File: config.mk
export PLATFORM = sky130hd
export DESIGN_NAME = mul_iterative_param
export DESIGN_NICKNAME = d
export VERILOG_FILES = /design/src/rtl/mul_iterative_param.sv
export SDC_FILE = /design/constraint.sdc
export NUM_CORES = 1
export LEC_CHECK = 0
export ABC_AREA = 0
export ABC_CLOCK_PERIOD_IN_PS = 9410
export CAP_MARGIN = 20
export CORE_MARGIN = 2
export CORE_UTILIZATION = 50
export DETAILED_ROUTE_END_ITERATION = 16
export GPL_TIMING_DRIVEN = 0
export PLACE_DENSITY = 0.74
export SYNTH_ARGS = -nofsm -noshare
export SYNTH_HDL_FRONTEND = slang
export SYNTH_SLANG_ARGS = --single-unit
File: constraint.sdc
create_clock -name clk -period 9.41 [get_ports clk]
set_input_delay 1.882 -clock clk [delete_from_list [all_inputs] [get_ports clk]]
set_output_delay 1.882 -clock clk [all_outputs]
set_load 0.03 [all_outputs]
File: src/rtl/mul_iterative_param.sv
// mul_iterative_param
// Iterative RV32M/RV64M multiplier (MUL, MULH, MULHSU, MULHU) for the execute
// stage. Operands are turned into unsigned magnitudes, multiplied by
// shift-and-add BITS_PER_CYCLE multiplier bits per cycle, and the sign is put
// back in one final cycle.
//
// Ports
//   clk             : clock
//   rst             : asynchronous, active-high reset
//   startE          : request a multiply; only looked at in IDLE
//   flush           : abort the operation in flight; wins over startE
//   mul_opcode      : 00 MUL, 01 MULH, 10 MULHSU, 11 MULHU
//   operand1/2      : rs1 / rs2, captured on the accepting edge
//   result_multiply : registered result, held until the next completion
//   done            : registered one-cycle completion pulse
//   mul_use         : combinational stall request to the pipeline
//   fsm_state       : current state (0 IDLE, 1 BUSY, 2 FIX) for observation
//
// Handshake: a request is taken on the edge where startE=1, flush=0 and the
// block is IDLE; mul_use is high from that cycle through the FIX cycle, so the
// pipeline holds the instruction until done. There is no queueing: startE
// outside IDLE is ignored.
module mul_iterative_param #(
  parameter int XLEN           = 32,
  parameter int BITS_PER_CYCLE = 1
) (
  input  logic            clk,
  input  logic            rst,
  input  logic            startE,
  input  logic            flush,
  input  logic [1:0]      mul_opcode,
  input  logic [XLEN-1:0] operand1,
  input  logic [XLEN-1:0] operand2,
  output logic [XLEN-1:0] result_multiply,
  output logic            done,
  output logic            mul_use,
  output logic [1:0]      fsm_state
);

  localparam int ITER  = XLEN / BITS_PER_CYCLE;
  localparam int CNT_W = $clog2(ITER);
  localparam int PW    = 2 * XLEN;

  localparam logic [1:0] OP_MUL    = 2'b00;
  localparam logic [1:0] OP_MULH   = 2'b01;
  localparam logic [1:0] OP_MULHSU = 2'b10;

  generate
    if ((XLEN != 32 && XLEN != 64) ||
        (BITS_PER_CYCLE != 1 && BITS_PER_CYCLE != 2 && BITS_PER_CYCLE != 4) ||
        (XLEN % BITS_PER_CYCLE != 0)) begin : g_bad_params
      $error("mul_iterative_param: unsupported XLEN/BITS_PER_CYCLE combination");
    end
  endgenerate

  typedef enum logic [1:0] {
    S_IDLE = 2'd0,
    S_BUSY = 2'd1,
    S_FIX  = 2'd2
  } state_t;

  state_t state;
  state_t state_next;

  logic [1:0]       op_q;
  logic             neg_q;
  logic [PW-1:0]    mcand_sh;
  logic [XLEN-1:0]  mplier;
  logic [PW-1:0]    acc;
  logic [CNT_W-1:0] counter;

  logic             accept;
  logic             last_iter;
  logic             s1;
  logic             s2;
  logic [XLEN-1:0]  mag1;
  logic [XLEN-1:0]  mag2;
  logic [PW-1:0]    partial;
  logic [PW-1:0]    product;

  assign accept    = (state == S_IDLE) && startE && !flush;
  assign last_iter = (counter == CNT_W'(ITER - 1));

  // Only the "signed" operands of each opcode contribute a sign.
  assign s1   = ((mul_opcode == OP_MULH) || (mul_opcode == OP_MULHSU)) && operand1[XLEN-1];
  assign s2   = (mul_opcode == OP_MULH) && operand2[XLEN-1];
  // Negating the most-negative value yields 2^(XLEN-1), which is exactly the
  // right magnitude when read as unsigned XLEN bits.
  assign mag1 = s1 ? -operand1 : operand1;
  assign mag2 = s2 ? -operand2 : operand2;

  // The multiplicand is pre-shifted by BITS_PER_CYCLE every iteration, which
  // is the same as shifting each partial product by counter*BITS_PER_CYCLE.
  assign partial = mcand_sh * PW'(mplier[BITS_PER_CYCLE-1:0]);
  assign product = neg_q ? -acc : acc;

  // State register
  always_ff @(posedge clk or posedge rst) begin
    if (rst) state <= S_IDLE;
    else     state <= state_next;
  end

  // Next-state logic
  always_comb begin
    state_next = state;
    case (state)
      S_IDLE: if (accept) state_next = S_BUSY;
      S_BUSY: begin
        if (flush)          state_next = S_IDLE;
        else if (last_iter) state_next = S_FIX;
      end
      S_FIX:   state_next = S_IDLE;
      default: state_next = S_IDLE;
    endcase
  end

  // Output logic
  always_comb begin
    mul_use   = accept || (state == S_BUSY) || (state == S_FIX);
    fsm_state = state;
  end

  // Datapath
  always_ff @(posedge clk or posedge rst) begin
    if (rst) begin
      op_q            <= OP_MUL;
      neg_q           <= 1'b0;
      mcand_sh        <= '0;
      mplier          <= '0;
      acc             <= '0;
      counter         <= '0;
      result_multiply <= '0;
      done            <= 1'b0;
    end else begin
      done <= 1'b0;
      case (state)
        S_IDLE: begin
          if (accept) begin
            op_q     <= mul_opcode;
            neg_q    <= s1 ^ s2;
            mcand_sh <= {{XLEN{1'b0}}, mag1};
            mplier   <= mag2;
            acc      <= '0;
            counter  <= '0;
          end
        end
        S_BUSY: begin
          if (!flush) begin
            acc      <= acc + partial;
            mcand_sh <= mcand_sh << BITS_PER_CYCLE;
            mplier   <= mplier >> BITS_PER_CYCLE;
            counter  <= counter + CNT_W'(1);
          end
        end
        S_FIX: begin
          // A flush here drops the result: no done, old result kept.
          if (!flush) begin
            result_multiply <= (op_q == OP_MUL) ? product[XLEN-1:0] : product[PW-1:XLEN];
            done            <= 1'b1;
          end
        end
        default: ;
      endcase
    end
  end

endmodule

==> results.rst <==
.. list-table::
   :header-rows: 1

   * - Metric
     - Value
   * - Run status
     - finished, final reports clean
   * - Vias after detailed routing
     - 13.8k
   * - Internal cell power
     - 2.00 mW
   * - CTS tree
     - built
   * - Data arrival at the endpoint of the critical path
     - 3.97 ns
   * - Root Buffer Master
     - clkbuf_16
   * - FP Rows
     - 62
   * - Deepest clock path buffer count
     - 3
   * - Leakage dissipation
     - 7.46 nW
   * - Routed via count divided by cell count
     - 5.88
   * - Switching Fraction
     - 40.0%
   * - Worst path max stage delay
     - 0.70 ns
   * - Final layout net count
     - about 2.1k
   * - Kind of end point of the critical path
     - output port
   * - Layout overhead on the synthesized area
     - 15.8%
   * - Hold slack final
     - 0.476 ns
   * - Final hold violation count
     - 0
   * - RePlAce Congestion
     - 0.964
   * - Drc violations
     - 0
   * - Unrepaired setup endpoints after global routing
     - false
   * - Comb power frac
     - 38.4%
   * - Fraction of layout instances using a drive strength above 1
     - under 10%
   * - Clock transition at path regs
     - approximately 0.06 ns
   * - Die area
     - 0.0306 mm2
   * - Number of antenna violations at the first check in global routing
     - 0
   * - Chip Height
     - 175 um
   * - Initial DRC Count
     - 1086
   * - Setup Buffers After CTS
     - 0
   * - Maximum fanout along the worst path
     - 9
   * - Power per standard cell area
     - 197 mW/mm2
   * - Post-placement cell area
     - roughly 0.016 mm2
   * - Slew of the pin with the lowest slew margin
     - roughly 0.87 ns
   * - Setup CP Type
     - primary input to output port
   * - Post-route cell area
     - between 0.015 and 0.02 mm2
   * - Average cell area after synthesis
     - 8.03 um2
   * - Worst Path Required
     - 7.53 ns
   * - Final slew viol count
     - 0
   * - Leading register cell type out of synthesis
     - dfrtp_1
   * - Number of standard cells in the final layout excluding fillers
     - 2348
   * - Peak supply drop
     - 0.000133 V
   * - Count of different cell masters after synthesis
     - 69
   * - Sequential-to-total area share from yosys stat
     - 34.8%
   * - Fillers
     - 2663
   * - Maximum capacitance violations
     - 0
   * - Global-route wire length before repair
     - around 70000 um
   * - Placeable core region
     - approximately 0.029 mm2
   * - Final worst clock skew
     - 0.0338 ns
   * - Die Span X
     - 175 um
   * - Clk network pwr share
     - 26.7%
   * - Antenna Nets Post-Route
     - 0
   * - Post-synthesis instance total
     - 1818
   * - Placed cells
     - 2308
   * - Starting density of the core
     - 50.9%
   * - Worst path cell trace
     - clkdlybuf4s50_1 > nor2_1 > nand3b_1 > nand3_1 > clkdlybuf4s50_1
   * - Part of the total power dissipated in sequential elements
     - 34.9%
   * - Post-route clock period utilization
     - 62.2%
   * - Pin count of the biggest net entering global routing
     - 108
   * - Worst skew pair latency
     - 0.54 ns
   * - Gr ovfl total
     - 0
   * - Worst min-delay path category
     - flop to flop
   * - Detailed Place HPWL
     - 34200 um
   * - Cell area after synthesis
     - ~0.015 mm2
   * - Worst slew slack as a fraction of its limit
     - 41.7%
   * - Critical Path Source Type
     - primary input
   * - Resized cells post-CTS
     - 0
   * - H-Tree Depth
     - 1
   * - Flip-flop and latch count after synthesis
     - 203
   * - Number of detailed-route iterations in the first pass
     - 7
   * - Count of flip-flops with a built-in enable after synthesis
     - 0
   * - Total power after layout
     - 3.34 mW
   * - Minimum period implied by the final worst setup slack
     - 5.85 ns
   * - Number of global-route vias before repair
     - ~13k
   * - N_diodes
     - 0
   * - Number of setup violations in the final report
     - 0
   * - Crit path max-delay cell type
     - clkdlybuf4s50_1
   * - Clock Sinks
     - 203
   * - Top achievable clock speed
     - 171 MHz
   * - Detailed-route wire length
     - 43600 um
   * - Drt wl/cell
     - 18.6 um
   * - Number of clock buffers inserted by TritonCTS
     - 23
   * - Total net switching power
     - 1.33 mW
   * - Overall routing resource usage
     - 28.4%
   * - Hold bufs inserted after CTS
     - 0
   * - Post-synth net total
     - 1958
   * - Reg area
     - 0.00508 mm2
   * - Warning count from the yosys run
     - 0
   * - Share of flip-flops with an asynchronous set or reset after synthesis
     - 100%
   * - Boundary pin count
     - between 100 and 150
   * - Port bufs
     - 105
   * - Combined area of the multi-input logic cells
     - between 0.009 and 0.01 mm2
   * - Worst path most repeated cell
     - clkdlybuf4s50_1
[worst max-delay path: cells and delay by family]
| kind | cells | cell delay, ns |
|---|---|---|
| AND/OR/NAND/NOR | 3 | 0.83 |
| buffers and inverters | 2 | 1.25 |
[final timing paths]
path / slack, ns / cells after the start / start / end
min in group asynchronous: 1.87 / 2 / rst / done
worst min-delay path: 0.48 / 2 / result_multiply[20] / result_multiply[20]
worst max register to register: 4.33 / 16 / mplier[0] / acc[57]
max in group asynchronous: 6.58 / 3 / rst / mplier[5]
worst min register to register: 0.48 / 2 / result_multiply[20] / result_multiply[20]
worst max-delay path: 3.56 / 5 / flush / mul_use
[cell usage in the layout, fill, tap and decap left out, drive strengths merged, types with 15 or more instances in the layout]
cell type / Yosys / final
xnor2: 70 / 70
or3: 27 / 27
clkdlybuf4s50: 0 / 105
ha: 69 / 69
a21oi: 191 / 191
o21ai: 246 / 246
nand4: 15 / 15
o41ai: 18 / 18
a21o: 35 / 35
nand2: 263 / 263
nor2: 133 / 133
nand2b: 16 / 16
o31ai: 28 / 28
clkbuf: 92 / 121
xor2: 96 / 96
a22o: 39 / 39
inv: 27 / 28
dfrtp: 203 / 203
nor3: 22 / 22
nand3: 21 / 21
and2: 71 / 71
[cells in the mapped netlist (9+ instances only)]
library cell / count / area share (%)
xor2_1: 96 / 5.8
a21o_1: 35 / 1.8
and2_1: 70 / 3.0
nor4_1: 11 / 0.47
nor2_1: 133 / 3.4
ha_1: 69 / 5.9
inv_1: 27 / 0.69
nand3_1: 21 / 0.72
a21oi_1: 191 / 6.5
o221ai_1: 9 / 0.54
nand2_1: 263 / 6.8
a22o_1: 39 / 2.3
o41ai_1: 18 / 1.1
o21bai_1: 12 / 0.62
xnor2_1: 70 / 4.2
nand2b_1: 15 / 0.64
nand4_1: 14 / 0.60
nor3_1: 21 / 0.72
clkbuf_1: 92 / 2.4
or3_1: 25 / 1.1
nor2b_1: 12 / 0.51
dfrtp_1: 203 / 35
o31ai_1: 28 / 1.4
o21ai_0: 245 / 8.4
[logic make-up after synthesis]
kind of cell / share of synthesized area (%)
AO/OA/AOI/OAI: 25.5
XOR/XNOR: 9.96
adder cells (fa/ha/maj): 6.05
buffers and inverters: 3.29
flip-flops: 34.8
multiplexers: 0.137
AND/OR/NAND/NOR: 20.3
[metal layers]
layer | track usage [%] | wire length (um) | vias to the layer above
met1 | 39.4 | 20000 | 6474
met4 | 11.2 | 1770 | 0
li1 | - | - | 6721
met2 | 44.6 | 19000 | 517
met5 | 0 | 0 | -
met3 | 4.42 | 2860 | 103
[final cells by class]
cell class              count  share of cell area (%)
clock inverters            11                   0.696
inverters                  27                   0.644
multi-input cells        1489                    53.5
repair buffers            107                    6.41
well taps                 384                    2.84
clock buffers              28                    3.64
plain buffers              99                    2.24
flip-flops and latches    203                    30.1
[registers in the layout (all words and copies together), names as in the netlist]
| register | cells |
|---|---|
| acc | 64 |
| mplier | 32 |
| op_q | 2 |
| mcand_sh | 64 |
| result_multiply | 32 |
| neg_q | 1 |
| counter | 5 |
| fsm_state | 2 |
| done | 1 |
[metrics by stage]
step | util, % | TNS, ns | setup slack (ns)
global placement | 56.2 | -107.80 | -0.557
global route | 58.9 | 0 | 3.51
detailed placement | 56.3 | 0 | 3.60
finish | 58.9 | 0 | 3.56
floorplan | - | 0 | 1.99
CTS | 58.9 | 0 | 3.58
[power by group through the flow]
stage	combinational (mW)	clock [mW]	sequential, mW
6_report	1.28	0.891	1.16
3_5_place_dp	1.26	0	1.17
3_3_place_gp	1.23	0	1.17
4_1_cts	1.27	0.902	1.16
2_1_floorplan	0.916	0	1.11
5_1_grt	1.42	0.935	1.18
Note: power is estimated with default switching activity, not from simulation.
